**config.mk**
```make
export PLATFORM = sky130hd
export DESIGN_NAME = vga_timing_gen
export DESIGN_NICKNAME = d
export VERILOG_FILES = /design/src/rtl/vga_pkg.sv /design/src/rtl/vga_pipe_delay.sv /design/src/rtl/vga_timing_gen.sv
export SDC_FILE = /design/constraint.sdc
export NUM_CORES = 1
export LEC_CHECK = 0
export CAP_MARGIN = 5
export CORE_UTILIZATION = 49
export CTS_BUF_LIST = sky130_fd_sc_hd__clkbuf_8 sky130_fd_sc_hd__clkbuf_16
export DETAILED_ROUTE_END_ITERATION = 10
export GPL_ROUTABILITY_DRIVEN = 0
export PLACE_DENSITY_LB_ADDON = 0.3
export SLEW_MARGIN = 20
export SYNTH_ARGS = -nofsm -noshare
export SYNTH_HDL_FRONTEND = slang
export SYNTH_SLANG_ARGS = --single-unit
```
**constraint.sdc**
```tcl
create_clock -name vga_clk -period 2.45 [get_ports vga_clk]
set_clock_uncertainty 0.1 [all_clocks]
set_input_delay 0.3675 -clock vga_clk [delete_from_list [all_inputs] [get_ports vga_clk]]
set_output_delay 0.3675 -clock vga_clk [all_outputs]
set_load 0.01 [all_outputs]
```
**src/rtl/vga_pkg.sv**
```systemverilog
// Shared timing defaults and types for the 640x480@60Hz VGA raster generator.
// Every window bound is half-open [lo, hi) so it compares directly against pixel counts.
package vga_pkg;

  localparam int COORD_W = 10;

  localparam int VGA_H_VISIBLE = 640;
  localparam int VGA_H_FP      = 16;
  localparam int VGA_H_SYNC    = 96;
  localparam int VGA_H_BP      = 48;
  localparam int VGA_H_TOTAL   = VGA_H_VISIBLE + VGA_H_FP + VGA_H_SYNC + VGA_H_BP;

  localparam int VGA_V_VISIBLE = 480;
  localparam int VGA_V_FP      = 10;
  localparam int VGA_V_SYNC    = 2;
  localparam int VGA_V_BP      = 33;
  localparam int VGA_V_TOTAL   = VGA_V_VISIBLE + VGA_V_FP + VGA_V_SYNC + VGA_V_BP;

  localparam int VGA_HS_START  = VGA_H_VISIBLE + VGA_H_FP;
  localparam int VGA_HS_END    = VGA_HS_START + VGA_H_SYNC;
  localparam int VGA_VS_START  = VGA_V_VISIBLE + VGA_V_FP;
  localparam int VGA_VS_END    = VGA_VS_START + VGA_V_SYNC;

  localparam int VGA_PIPE_DELAY = 2;
  localparam int VGA_ANIM_DIV   = 30;

  typedef logic [COORD_W-1:0] coord_t;

  // Signals that travel together down the pin-alignment pipeline.
  typedef struct packed {
    logic blank;
    logic hs;
    logic vs;
  } sync_bus_t;

  localparam sync_bus_t SYNC_IDLE = '{blank: 1'b0, hs: 1'b1, vs: 1'b1};

  function automatic logic in_window(input coord_t c, input int lo, input int hi);
    return (int'(c) >= lo) && (int'(c) < hi);
  endfunction

endpackage

```
**src/rtl/vga_pipe_delay.sv**
```systemverilog
// DEPTH x WIDTH shift register with a per-bit reset value; DEPTH=0 is a plain wire.
// Used to line the sync pins up with the colour mappers' registered outputs.
module vga_pipe_delay #(
  parameter int               DEPTH     = 2,
  parameter int               WIDTH     = 1,
  parameter logic [WIDTH-1:0] RESET_VAL = '0
) (
  input  logic             clk,
  input  logic             rst_n,
  input  logic [WIDTH-1:0] din,
  output logic [WIDTH-1:0] dout
);

  if (DEPTH == 0) begin : g_bypass
    logic unused_clk_rst;
    assign unused_clk_rst = clk ^ rst_n;
    assign dout = din;
  end else begin : g_shift
    logic [WIDTH-1:0] stage_q [DEPTH];
    logic [WIDTH-1:0] stage_d [DEPTH];

    always_comb begin
      stage_d[0] = din;
      for (int i = 1; i < DEPTH; i++) begin
        stage_d[i] = stage_q[i-1];
      end
    end

    always_ff @(posedge clk or negedge rst_n) begin
      if (!rst_n) begin
        for (int i = 0; i < DEPTH; i++) begin
          stage_q[i] <= RESET_VAL;
        end
      end else begin
        for (int i = 0; i < DEPTH; i++) begin
          stage_q[i] <= stage_d[i];
        end
      end
    end

    assign dout = stage_q[DEPTH-1];
  end

endmodule

```
**src/rtl/vga_timing_gen.sv**
```systemverilog
// Raster generator: pixel counters, display enable, delayed sync pins, line/frame strobes,
// frame counter and the animation-phase divider shared by all sprite mappers.
module vga_timing_gen
  import vga_pkg::*;
#(
  parameter int H_VISIBLE  = VGA_H_VISIBLE,
  parameter int H_FP       = VGA_H_FP,
  parameter int H_SYNC     = VGA_H_SYNC,
  parameter int H_BP       = VGA_H_BP,
  parameter int V_VISIBLE  = VGA_V_VISIBLE,
  parameter int V_FP       = VGA_V_FP,
  parameter int V_SYNC     = VGA_V_SYNC,
  parameter int V_BP       = VGA_V_BP,
  parameter int PIPE_DELAY = VGA_PIPE_DELAY,
  parameter int ANIM_DIV   = VGA_ANIM_DIV
) (
  input  logic               vga_clk,
  input  logic               reset_n,
  output logic [COORD_W-1:0] DrawX,
  output logic [COORD_W-1:0] DrawY,
  output logic               blank,
  output logic               blank_d,
  output logic               hs,
  output logic               vs,
  output logic               line_start,
  output logic               frame_start,
  output logic [7:0]         frame_count,
  output logic               anim_frame
);

  localparam int H_TOTAL  = H_VISIBLE + H_FP + H_SYNC + H_BP;
  localparam int V_TOTAL  = V_VISIBLE + V_FP + V_SYNC + V_BP;
  localparam int HS_START = H_VISIBLE + H_FP;
  localparam int HS_END   = HS_START + H_SYNC;
  localparam int VS_START = V_VISIBLE + V_FP;
  localparam int VS_END   = VS_START + V_SYNC;

  localparam coord_t     H_LAST    = COORD_W'(H_TOTAL - 1);
  localparam coord_t     V_LAST    = COORD_W'(V_TOTAL - 1);
  localparam logic [7:0] ANIM_LAST = 8'(ANIM_DIV - 1);

  if (H_TOTAL > (1 << COORD_W)) begin : g_bad_h_total
    $error("vga_timing_gen: H_TOTAL %0d does not fit in %0d bits", H_TOTAL, COORD_W);
  end
  if (V_TOTAL > (1 << COORD_W)) begin : g_bad_v_total
    $error("vga_timing_gen: V_TOTAL %0d does not fit in %0d bits", V_TOTAL, COORD_W);
  end
  if (PIPE_DELAY < 0 || PIPE_DELAY > 4) begin : g_bad_pipe_delay
    $error("vga_timing_gen: PIPE_DELAY %0d outside 0..4", PIPE_DELAY);
  end
  if (ANIM_DIV < 1 || ANIM_DIV > 255) begin : g_bad_anim_div
    $error("vga_timing_gen: ANIM_DIV %0d outside 1..255", ANIM_DIV);
  end

  coord_t     x_q, x_d;
  coord_t     y_q, y_d;
  logic       vis_q, vis_d;
  logic       hs_raw_q, hs_raw_d;
  logic       vs_raw_q, vs_raw_d;
  logic       line_start_q, line_start_d;
  logic       frame_start_q, frame_start_d;
  logic [7:0] frame_count_q, frame_count_d;
  logic [7:0] anim_div_q, anim_div_d;
  logic       anim_frame_q, anim_frame_d;
  logic       frame_wrap;

  always_comb begin
    x_d        = x_q + 1'b1;
    y_d        = y_q;
    frame_wrap = 1'b0;
    if (x_q == H_LAST) begin
      x_d = '0;
      if (y_q == V_LAST) begin
        y_d        = '0;
        frame_wrap = 1'b1;
      end else begin
        y_d = y_q + 1'b1;
      end
    end
  end

  // Everything below is decoded from the next counts so each register lines up with DrawX/DrawY.
  always_comb begin
    vis_d         = in_window(x_d, 0, H_VISIBLE) && in_window(y_d, 0, V_VISIBLE);
    hs_raw_d      = !in_window(x_d, HS_START, HS_END);
    vs_raw_d      = !in_window(y_d, VS_START, VS_END);
    line_start_d  = (x_d == '0);
    frame_start_d = (x_d == '0) && (y_d == '0);
  end

  always_comb begin
    frame_count_d = frame_count_q;
    anim_div_d    = anim_div_q;
    anim_frame_d  = anim_frame_q;
    if (frame_wrap) begin
      frame_count_d = frame_count_q + 8'd1;
      if (anim_div_q == ANIM_LAST) begin
        anim_div_d   = '0;
        anim_frame_d = !anim_frame_q;
      end else begin
        anim_div_d = anim_div_q + 8'd1;
      end
    end
  end

  always_ff @(posedge vga_clk or negedge reset_n) begin
    if (!reset_n) begin
      x_q           <= '0;
      y_q           <= '0;
      vis_q         <= 1'b0;
      hs_raw_q      <= 1'b1;
      vs_raw_q      <= 1'b1;
      line_start_q  <= 1'b0;
      frame_start_q <= 1'b0;
      frame_count_q <= '0;
      anim_div_q    <= '0;
      anim_frame_q  <= 1'b0;
    end else begin
      x_q           <= x_d;
      y_q           <= y_d;
      vis_q         <= vis_d;
      hs_raw_q      <= hs_raw_d;
      vs_raw_q      <= vs_raw_d;
      line_start_q  <= line_start_d;
      frame_start_q <= frame_start_d;
      frame_count_q <= frame_count_d;
      anim_div_q    <= anim_div_d;
      anim_frame_q  <= anim_frame_d;
    end
  end

  sync_bus_t                     sync_raw;
  sync_bus_t                     sync_dly;
  logic [$bits(sync_bus_t)-1:0]  sync_out;

  assign sync_raw = '{blank: vis_q, hs: hs_raw_q, vs: vs_raw_q};

  vga_pipe_delay #(
    .DEPTH     (PIPE_DELAY),
    .WIDTH     ($bits(sync_bus_t)),
    .RESET_VAL (SYNC_IDLE)
  ) u_pipe_delay (
    .clk   (vga_clk),
    .rst_n (reset_n),
    .din   (sync_raw),
    .dout  (sync_out)
  );

  assign sync_dly = sync_bus_t'(sync_out);

  assign DrawX       = x_q;
  assign DrawY       = y_q;
  assign blank       = vis_q;
  assign blank_d     = sync_dly.blank;
  assign hs          = sync_dly.hs;
  assign vs          = sync_dly.vs;
  assign line_start  = line_start_q;
  assign frame_start = frame_start_q;
  assign frame_count = frame_count_q;
  assign anim_frame  = anim_frame_q;

endmodule

```
# Word level (Yosys, flattened, before mapping)
# Cells that the tools add are included.
# word_totals
reg_bits	48
inputBits	2
out_inout_bits	35
word_cells	41
# op_classes
n_addsub	4
order_cmp	6
n_eq_ne	3
n_mux	6
n_reduce_logical	10
# ops
cell	count
10-bit two-way mux	3
10-bit by 1-bit adder with 10-bit output (second input constant)	2
10-bit == test (second input constant)	2
10-bit logical NOT	2
10-bit less-than comparator (second input constant)	2
10-bit by 9-bit less-than comparator with 1-bit output (second input constant)	2
8-bit by 1-bit adder with 8-bit output (second input constant)	2
10-bit >= comparator (second input constant)	1
10-bit by 9-bit >= comparator with 1-bit output (second input constant)	1
8-bit by 5-bit == test with 1-bit output (second input constant)	1
8-bit two-way mux	1
1-bit logical AND	4
1-bit logical NOT	3
1-bit two-way mux	2
2-bit AND reduction	1

# Longest topological paths before layout
# Gate-level depths: netlist of the first run.
# depth
word_depth	6
mapped_depth	7
mapped_depth_nobuf	7

# Hierarchy
# Synthesis of the first run repeated with hierarchy kept, for this count alone.
# hier_totals
cells_unflattened	235
hier_area_um2	2438.6
# modules_own_cells
module	n_inst	cells_each	area_per_inst_um2	seq_area_each_um2
vga_timing_gen	1	229	2283.4	1053.5
vga_pipe_delay	1	6	155.1	155.1

# Worst setup path before layout of the first run
# OpenSTA, ideal clock, no wires.
# synth_path
path_type	flip-flop to flip-flop
startpoint	register x_q[0] (netlist: DrawX[0])
endpoint	register vs_raw_q
setup_ns	0.094
arrival_ns	2.293
required_time_ns	2.256
slack_ns	-0.037
path_stages_with_launch	8
path_buffers	1
synth_period_minus_slack_ns	2.487
path_cell_list	dfrtp_1 -> ha_1 -> and4_1 -> buf_6 -> nand3_4 -> or4_4 -> a22o_1 -> or4b_1
# synth_between
elab_chain_cells	5
word_cells_on_any_way	6
cone_classes	order compare (2); eq/ne (1); mux (1); reduce/logical (2)
# synth_rtl
item	line_no	source
start: declaration	vga_timing_gen.sv:55	coord_t x_q, x_d;
start signal: assignment	vga_timing_gen.sv:108	x_q <= '0;
start signal: assignment	vga_timing_gen.sv:119	x_q <= x_d;
10-bit == test (*)	vga_timing_gen.sv:71	if (x_q == H_LAST) begin
10-bit two-way mux (*)	vga_timing_gen.sv:71	
10-bit by 9-bit >= comparator with 1-bit output / 10-bit by 9-bit less-than comparator with 1-bit output (equally long branches)	vga_pkg.sv:39	return (int'(c) >= lo) && (int'(c) < hi);
1-bit logical AND (*)	vga_pkg.sv:39	
1-bit logical NOT (*)	vga_timing_gen.sv:86	vs_raw_d = !in_window(y_d, VS_START, VS_END);
net vs_raw_d	vga_timing_gen.sv:59	logic vs_raw_q, vs_raw_d;
end signal: assignment	vga_timing_gen.sv:123	vs_raw_q <= vs_raw_d;
end: declaration	vga_timing_gen.sv:59	
# Mark *: on every way through the listed nets, which the timed path passes. The rest lies on a longest branch.
# A chain may end at the register's enable or synchronous reset.

# Worst setup path after layout of the first run
# layout_path
startpoint	register x_q[1] (netlist: DrawX[1])
endpoint	register vs_raw_q
# Same word-level chain as after synthesis.

==> results of run 1 <==
## state kept, by name, summed over array words and instances (netlist names)
| name | cells |
|---|---|
| u_pipe_delay.dout | 3 |
| frame_count | 8 |
| hs_raw_q | 1 |
| anim_frame | 1 |
| line_start | 1 |
| u_pipe_delay.g_shift.stage_d | 3 |
| DrawX | 10 |
| anim_div_q | 8 |
| blank | 1 |
| vs_raw_q | 1 |
| DrawY | 10 |
| frame_start | 1 |
## cell usage after synthesis (all sizes together), types with 3 or more instances
cell / n / area share (%)
a211oi: 3 / 0.91
a21oi: 5 / 1.0
a31oi: 3 / 0.76
and3: 7 / 1.8
and4: 4 / 1.4
clkbuf: 7 / 1.1
dfrtp: 42 / 42
dfstp: 6 / 6.4
ha: 6 / 3.0
inv: 9 / 1.4
nand2: 28 / 4.2
nand3: 16 / 3.7
nand4: 9 / 2.5
nor2: 11 / 2.0
nor3: 9 / 2.0
nor4: 6 / 1.5
o21ai: 16 / 3.2
o22ai: 3 / 0.76
or3: 4 / 1.0
or4: 3 / 1.1
xnor2: 14 / 5.0
xor2: 6 / 2.1
## timing repair
item / in CTS / in global routing
pin swaps: 0 / 2
hold buffers: 1 / 0
hold endpoints to repair: 42 / 0
gates resized for setup: 1 / 3
endpoints found under the setup margin: 1 / 4
setup buffers: 0 / 1
## stage by stage
step | utilization (%) | total power [W]
4_1_cts | 66.2 | 0.00130
3_5_place_dp | 64.0 | 0.000828
6_report | 66.7 | 0.00129
5_1_grt | 66.7 | 0.00134
3_3_place_gp | 64.0 | 0.000828
2_1_floorplan | - | 0.000808
## layout make-up
class	count	area [um^2]	area share, %
Clock inverter	2	7.51	0.235
Clock buffer	6	82.6	2.59
Inverter	9	33.8	1.06
Timing Repair Buffer	60	551	17.2
Tap cell	67	83.8	2.63
Sequential cell	48	1210	37.9
Multi-Input combinational cell	183	1220	38.3
## metal layers
metal | track usage, % | up-vias
met2 | 38.5 | 59
met4 | 8.50 | 0
met1 | 31.2 | 1024
li1 | - | 1026
met3 | 4.42 | 8
met5 | 0 | -
## kinds of logic (layout without fill, tap and decap cells)
family	count (synthesis)	count (layout)	synth area share (%)
compound gates	46	46	12.2
simple gates	111	111	25.8
flops	48	48	48.8
xor+xnor	20	20	7.08
buf+inv	18	77	3.08
fa+ha+maj	6	6	3.03
## report_power, final
part           switching [W]  leakage [nW]   total, W  internal (W)
Sequential                 0         0.618   0.000792      0.000792
Clock               0.000252        0.0538   0.000474      0.000222
Combinational      0.0000153         0.670  0.0000203    0.00000499
Total               0.000267          1.34    0.00129       0.00102
## cell usage in the layout (no fill, tap or decap), types with 6 or more instances in the layout
cell	Yosys	layout
and3_1	7	7
buf_4	0	22
clkbuf_8	0	6
clkdlybuf4s50_1	0	35
dfrtp_1	42	41
dfstp_2	6	6
inv_1	9	11
nand2_1	28	28
nand3_1	15	15
nand4_1	8	8
nor2_1	10	10
nor3_1	8	8
nor4_1	6	6
o21ai_0	16	16
xnor2_1	14	14
xor2_1	6	6
## worst min-delay path by stage
stage                               startpoint              endpoint  slack [ns]  cells after the start
2_1_floorplan                          reset_n              DrawX[0]       -0.03                      0
3_3_place_gp   u_pipe_delay.g_shift.stage_d[2]  u_pipe_delay.dout[2]        0.23                      0
3_5_place_dp   u_pipe_delay.g_shift.stage_d[1]  u_pipe_delay.dout[1]        0.25                      0
4_1_cts        u_pipe_delay.g_shift.stage_d[1]  u_pipe_delay.dout[1]        0.26                      0
5_1_grt        u_pipe_delay.g_shift.stage_d[1]  u_pipe_delay.dout[1]        0.26                      0
6_report       u_pipe_delay.g_shift.stage_d[1]  u_pipe_delay.dout[1]        0.26                      0
==> impl_metrics.yaml, run 1 <==
critical_path:
  crit_start: "DrawX[1]"
  r2r-start: "DrawX[1]"
  endpoint: "vs_raw_q"
  required_ns: 2.57
  r2r_cells: 6
  path_depth: 6
  crit_family: "simple AND/OR/NAND/NOR gates"
  max_stage_delay_ns: 0.51
  reg2reg_slack_ns: 0.06
  end_kind: "register"
  path_buf_inv: 0
  critPathKind: "reg2reg"
  cp.arrival_ns: 2.51
  worstSetupStartpointType: "register"
  cp_max_fo: 6
  reg2reg_to: "vs_raw_q"
  crit_slowest_cell: "or4_4"
  path_cells: "ha_4 -> and4_1 -> nand3_4 -> or4_4 -> a22o_1 -> or4b_1"
sta:
  period_needed_ns: 2.39
  hold_viol_final: 0
  setup_ws_ns: 0.0589
  maxSlewViolCount: 0
  rsz0062_at_grt: "no"
  hold_slack_ns: 0.258
  worstMarginPinSlew_ns: 0.447
  setup_viol_count_final: 0
  slew_headroom_pct: 70.2
  fmax_ghz: 0.418
  min_period_over_period_pct: 97.6
  tns_ns: 0
layout:
  drive_gt1_share_pct: 15.3
  fin_cells: 375
  nFillCells: 401
  antenna_cells: 0
  synthToLayoutAreaGrowth_pct: 29.0
  final_nets: 315
  stdcell_area_um2: 3190
synthesis:
  synthCells: 249
  yosysWarnings: 0
  ys.flop_type: "dfrtp_1"
  yosysSeqAreaShare_pct: 48.8
  synth-seq-cells: 48
  synth_edf_count: 0
  netlist-cell-type-count: 52
  syn_area_um2: 2470
  syn_avg_cell_area_um2: 9.94
  async_flop_share_pct: 100
  synth_nets: 257
placement:
  io_buffer_count: 36
  hpwl_um: 4130
  dp_slack_ns: 0.0820
  placed_cells: 365
  placed_area_um2: 3060
clock_tree:
  cts_made_buffers: 5
  cts.sinks: 48
  cts_tree: "yes"
  root_buffer: "clkbuf_8"
  htreeDepth: 2
  cts.clk_slew.worst_paths_ns: 0.08
  cts_buffer_depth: 2
  clk_latency_ns: 0.30
die:
  die_area_um2: 5340
  rows: 25
  die_x_um: 73.1
  core_area_um2: 4790
  die_h_um: 73.1
  initial_utilization_pct: 51.7
  boundaryPins: 37
hold_path:
  hold_path.class: "reg2reg"
routing:
  routed_wirelength_um: 5770
  dr.max_layer_used: "met4"
  dr.pass1.iters: 4
  wl_per_cell_um: 15.4
  wl_met2_um: 2880
  met1Wirelength_um: 2530
  drc: 0
  dr_wl_met3_um: 272
  drt_iter0_drc: 165
  ant_nets: 0
  vias: 2117
  viasPerCell: 5.65
global_routing:
  grt_antenna_before_repair: 0
  first_global_vias: 1951
  gr-total-overflow: 0
  grt_use_total_pct: 23.6
  grt_pass1_wl_um: 9410
  grt_start_max_net_pins: 49
flow_run:
  drv_cap: 0
outcome:
  status: "complete, no violations"
power_and_ir_drop:
  peakVddDrop_mv: 0.281
  pwr_density_cell_nw_per_um2: 403
  p_leak_nw: 1.34
(Power assumes the default switching activity.)
==> inputs of run 2 (changes only) <==
- CORE_UTILIZATION: 49 -> 40
==> run 2 against run 1 <==
Compared with the run above: final area increased by 1.3%; register-to-register slack is essentially flat; sequential cell count did not move; core utilization decreased by 12 points; cell count is 2.4% higher.
==> impl_metrics.yaml, run 2 (synthesis results as in run 1) <==
outcome:
  status: "complete, no violations"
routing:
  drt_iter0_drc: 118
  ant_nets: 0
  routed_wirelength_um: 5860
  vias: 2150
  drc: 0
  wl_per_cell_um: 15.3
  viasPerCell: 5.60
  dr.pass1.iters: 4
hold_path:
  hold_path.class: "reg2reg"
critical_path:
  endpoint: "vs_raw_q"
  end_kind: "register"
  cp.arrival_ns: 2.50
  cp_max_fo: 6
  path_depth: 6
  r2r-start: "DrawX[1]"
  path_buf_inv: 0
  critPathKind: "reg2reg"
  required_ns: 2.57
  r2r_cells: 6
  worstSetupStartpointType: "register"
  crit_slowest_cell: "or4b_1"
  path_cells: "ha_4 -> and4_1 -> nand3_4 -> or4_4 -> a22o_1 -> or4b_1"
  crit_start: "DrawX[1]"
  max_stage_delay_ns: 0.53
  crit_family: "simple AND/OR/NAND/NOR gates"
  reg2reg_slack_ns: 0.07
  reg2reg_to: "vs_raw_q"
power_and_ir_drop:
  pwr_density_cell_nw_per_um2: 439
  switching_share_pct: 20.3
  peakVddDrop_mv: 0.278
  p_sw_w: 0.000287
  clock_power_share_pct: 42.7
  p_leak_nw: 1.35
  p_seq_share_pct: 55.9
  pwr-share-comb_pct: 1.5
  p_int_w: 0.00113
clock_tree:
  clk_latency_ns: 0.30
  cts_made_buffers: 5
  htreeDepth: 2
  root_buffer: "clkbuf_8"
  cts_tree: "yes"
  cts.sinks: 48
  cts_buffer_depth: 2
  cts.clk_slew.worst_paths_ns: 0.09
global_routing:
  grt.busiest_layer: "met2"
  grt_antenna_before_repair: 0
  met2_usage_pct: 33.5
  grt_pass1_wl_um: 9800
  grt_start_max_net_pins: 29
  first_global_vias: 2105
  met1_usage_pct: 24.5
  gr-total-overflow: 0
  grt_use_total_pct: 19.9
  use_met3_pct: 3.64
placement:
  io_buffer_count: 36
  placed_area_um2: 3070
  hpwl_um: 4300
sta:
  rsz0062_at_grt: "yes"
  slew_headroom_pct: 66.4
  min_period_over_period_pct: 97.2
  fmax_ghz: 0.420
  maxSlewViolCount: 0
  hold_viol_final: 0
  period_needed_ns: 2.38
  tns_ns: 0
  worstMarginPinSlew_ns: 0.504
  setup_viol_count_final: 0
die:
  die_x_um: 80.7
  die_area_um2: 6510
  boundaryPins: 37
  core_area_um2: 5960
  rows: 28
  initial_utilization_pct: 41.6
  die_h_um: 80.7
layout:
  stdcell_area_um2: 3230
  nFillCells: 570
  synthToLayoutAreaGrowth_pct: 30.6
  antenna_cells: 0
  final_nets: 316
  final_common_cell: "dfrtp_1"
  drive_gt1_share_pct: 16.2
  final_cell_mix: "dfrtp_1, clkdlybuf4s50_1, nand2_1"
flow_run:
  drv_cap: 0
==> run 2: cell count changes in the layout (fill, tap and decap cells not counted) <==
cell       delta
bufinv_16     +1
nor4bb_4      -1
nor4_1        -1
nor4_2        +1
inv_1         -2
buf_4         +1
clkinv_4      +1
nor4bb_1      +1
==> run 2: layout make-up <==
cell class              count  area, um^2  share of cell area [%]
multi-input cells         183        1210                    37.6
clock buffers               6        82.6                    2.56
flip-flops and latches     48        1210                    37.4
inverters                   9        33.8                    1.05
clock inverters             2        38.8                    1.20
repair buffers             61         558                    17.3
well taps                  75        93.8                    2.90
==> run 2: repair_timing <==
action,CTS,global route
hold buffers,1,0
endpoints found under the hold margin,17,0
resized for setup,0,3
buffers inserted,0,2
endpoints found under the setup margin,0,6
==> run 2: power groups by stage <==
stage	Sequential (W)	Clock (W)	Combinational [W]
after floorplan	0.000808	0	0.000000000432
after global placement	0.000807	0	0.0000203
after detailed placement	0.000807	0	0.0000210
after CTS	0.000792	0.000624	0.0000223
after global routing	0.000792	0.000659	0.0000249
final	0.000792	0.000605	0.0000206
==> run 2: how the worst min path moves through the flow <==
stage / start / end / depth (start not counted)
finish: u_pipe_delay.g_shift.stage_d[2] / u_pipe_delay.dout[2] / 0
global placement: u_pipe_delay.g_shift.stage_d[2] / u_pipe_delay.dout[2] / 0
floorplan: reset_n / DrawX[0] / 0
global route: hs_raw_q / u_pipe_delay.g_shift.stage_d[1] / 0
CTS: u_pipe_delay.g_shift.stage_d[2] / u_pipe_delay.dout[2] / 0
detailed placement: u_pipe_delay.g_shift.stage_d[2] / u_pipe_delay.dout[2] / 0
==> run 2: metal layers <==
metal | vias up | wire length [um]
met5 | - | 0
met4 | 0 | 103
met3 | 10 | 221
met2 | 54 | 2900
met1 | 1060 | 2630
li1 | 1026 | -
==> run 2: worst reg2reg max path, delay by kind of cell, from the launching register on <==
family	cells	cell delay, ns
flops	1	0.40
fa+ha+maj	1	0.18
simple gates	4	1.43
compound gates	1	0.21
==> run 2: metrics by stage <==
stage | utilization, % | setup slack, ns | hold slack [ns] | total power [W] | std cells
2_1_floorplan | - | 0.0295 | -0.0281 | 0.000808 | 249
3_3_place_gp | 51.6 | 0.110 | 0.232 | 0.000828 | 373
3_5_place_dp | 51.6 | 0.0341 | 0.236 | 0.000828 | 373
4_1_cts | 53.8 | 0.0254 | 0.258 | 0.00144 | 382
5_1_grt | 54.3 | -0.0382 | 0.268 | 0.00148 | 384
6_report | 54.3 | 0.0690 | 0.254 | 0.00142 | 384
==> inputs of run 3 (changes only) <==
- ABC_AREA: not set -> 1
==> run 3 against run 2 <==
Compared with the run above: total power shrank 1.8%; sequential power about the same; register-to-register slack improved by 0.25 ns; routed wire length down 8.1%; synthesized cell count increased by 23%; worst setup slack improved by 0.25 ns; cell count up 11%; die area is 1.7% higher; critical path type unchanged.
==> impl_metrics.yaml, run 3 <==
outcome:
  status: "complete, no violations"
synthesis:
  yosysWarnings: 0
  synth_nets: 314
  yosys.area.top_type_share_pct: 41.7
  syn_area_um2: 2520
  synth_compound_area_share_pct: 1.89
  ys.flop_type: "dfrtp_1"
  synth_largest_area_cell: "dfrtp_1"
  synth_edf_count: 0
  synth-simple-area-share_pct: 35.2
  synthAdderAreaFrac_pct: 2.98
  syn_avg_cell_area_um2: 8.23
  synthCells: 306
  synthTopCellsByCount: "nand2_1, inv_1, nor2_1, dfrtp_1, nand3_1"
  yosysMostFrequentCell: "nand2_1"
  netlist-cell-type-count: 31
  yosysSeqAreaShare_pct: 48.0
  synth-seq-cells: 48
  synth-xor-area-share_pct: 4.52
  synth_mux_area_share_pct: 0
  async_flop_share_pct: 100
  yosys-top-cells-area: "dfrtp_1, nand2_1, inv_1"
  synth_top_family_by_area: "simple AND/OR/NAND/NOR gates"
layout:
  fin_cells: 427
  synthToLayoutAreaGrowth_pct: 23.6
  final_common_cell: "nand2_1"
  drive_gt1_share_pct: 11.1
  antenna_cells: 0
  final_cell_mix: "nand2_1, inv_1, nor2_1"
  final_nets: 359
  nFillCells: 550
sta:
  worstMarginPinSlew_ns: 0.540
  min_period_over_period_pct: 86.8
  fmax_ghz: 0.470
  rsz0062_at_grt: "no"
  setup_ws_ns: 0.323
  maxSlewViolCount: 0
  hold_slack_ns: 0.255
  slew_headroom_pct: 64.0
  tns_ns: 0
  period_needed_ns: 2.13
  hold_viol_final: 0
  setup_viol_count_final: 0
critical_path:
  max_stage_delay_ns: 0.48
  cp_max_fo: 10
  crit_family: "simple AND/OR/NAND/NOR gates"
  path_common_cell: "nand2_1"
  critPathKind: "reg2reg"
  path_buf_inv: 1
  cp.arrival_ns: 2.22
  crit_slowest_cell: "dfrtp_1"
  required_ns: 2.54
  worstSetupStartpointType: "register"
  end_kind: "register"
  path_cells: "inv_1 -> ha_1 -> nand2_1 -> nor2_2 -> nand3_4 -> nor2_8 -> nand3_2 -> nor2_1 -> nand2_1 -> xor2_1"
power_and_ir_drop:
  peakVddDrop_mv: 0.324
  total_power_w: 0.00139
  p_leak_nw: 1.61
  pwr_density_cell_nw_per_um2: 447
global_routing:
  grt_start_max_net_pins: 28
  grt_pass1_wl_um: 9380
  grt_use_total_pct: 18.5
  grt_antenna_before_repair: 0
  first_global_vias: 2030
  gr-total-overflow: 0
routing:
  routed_wirelength_um: 5390
  vias: 2067
  drt_iter0_drc: 80
  ant_nets: 0
  wl_per_cell_um: 12.6
  viasPerCell: 4.84
  drc: 0
  dr.pass1.iters: 4
clock_tree:
  clk_latency_ns: 0.30
  cts_buffer_depth: 2
  cts.sinks: 48
  cts_made_buffers: 5
  root_buffer: "clkbuf_8"
  cts_tree: "yes"
  htreeDepth: 2
  cts.clk_slew.worst_paths_ns: 0.10
hold_path:
  hold_path.class: "reg2reg"
die:
  boundaryPins: 37
  initial_utilization_pct: 42.0
  die_area_um2: 6620
  die_h_um: 81.4
  die_x_um: 81.4
  core_area_um2: 5990
  rows: 28
placement:
  hpwl_um: 4030
  dp_slack_ns: 0.347
  io_buffer_count: 36
  placed_cells: 418
flow_run:
  drv_cap: 0
-- run 3: changes by cell type after synthesis, sizes merged, moves of 4 or more --
cell    before  now
and3         7    1
o21ai       16    7
nor2        11   51
inv          9   49
clkbuf       7    0
nor4         6    0
and4         4    0
nand3       16   26
nand2       28   80
xnor2       14    6
or3          4    0
a21oi        5    1
-- run 3: what timing repair did --
action                    4_1_cts  5_1_grt
hold buffers                    1        0
hold endpoints to repair       18        0
setup buffers                   0        0
gates resized for setup         0        0
-- run 3: path summary, 6_finish.rpt --
kind | startpoint | end | slack, ns | cells after the start
worst max-delay path | DrawY[0] | anim_div_q[6] | 0.32 | 10
worst min-delay path | u_pipe_delay.g_shift.stage_d[2] | u_pipe_delay.dout[2] | 0.25 | 0
worst max register to register | DrawY[0] | anim_div_q[6] | 0.32 | 10
worst min register to register | u_pipe_delay.g_shift.stage_d[2] | u_pipe_delay.dout[2] | 0.25 | 0
max in group asynchronous | reset_n | u_pipe_delay.g_shift.stage_d[0] | 1.17 | 3
min in group asynchronous | reset_n | blank | 0.48 | 2
-- run 3: per-layer routing --
metal  GRT usage (%)  part of all wire (%)  vias to the layer above
li1                -                     -                     1040
met1            24.7                    48                      976
met2            31.0                    47                       45
met3            3.60                   4.1                        6
met4            3.39                  0.74                        0
met5               0                     0                        -
-- run 3: logic make-up (layout without fill, tap and decap cells) --
kind of cell	count (synthesis)	after routing
AO/OA/AOI/OAI	9	9
AND/OR/NAND/NOR	180	180
adder cells (fa/ha/maj)	6	6
XOR/XNOR	13	13
buffers and inverters	50	96
flip-flops	48	48
-- run 3: layout make-up --
cell class,count,area (um^2),share of cell area [%]
Clock inverter,3,46.3,1.49
Timing Repair Buffer,38,385,12.4
Inverter,50,188,6.03
Tap cell,75,93.8,3.01
Multi-Input combinational cell,208,1120,36.1
Sequential cell,48,1210,38.8
Clock buffer,5,68.8,2.21
-- run 3: power breakdown --
part	switching, W	internal, W
logic	0.0000161	0.00000478
clock network	0.000272	0.000308
registers	0	0.000792
-- run 3: per-stage QoR --
step	utilization [%]	cell area, um^2
finish	52.0	3110
CTS	52.0	3110
global route	52.0	3110
detailed placement	49.9	2990
global placement	49.9	2990
floorplan	-	2520
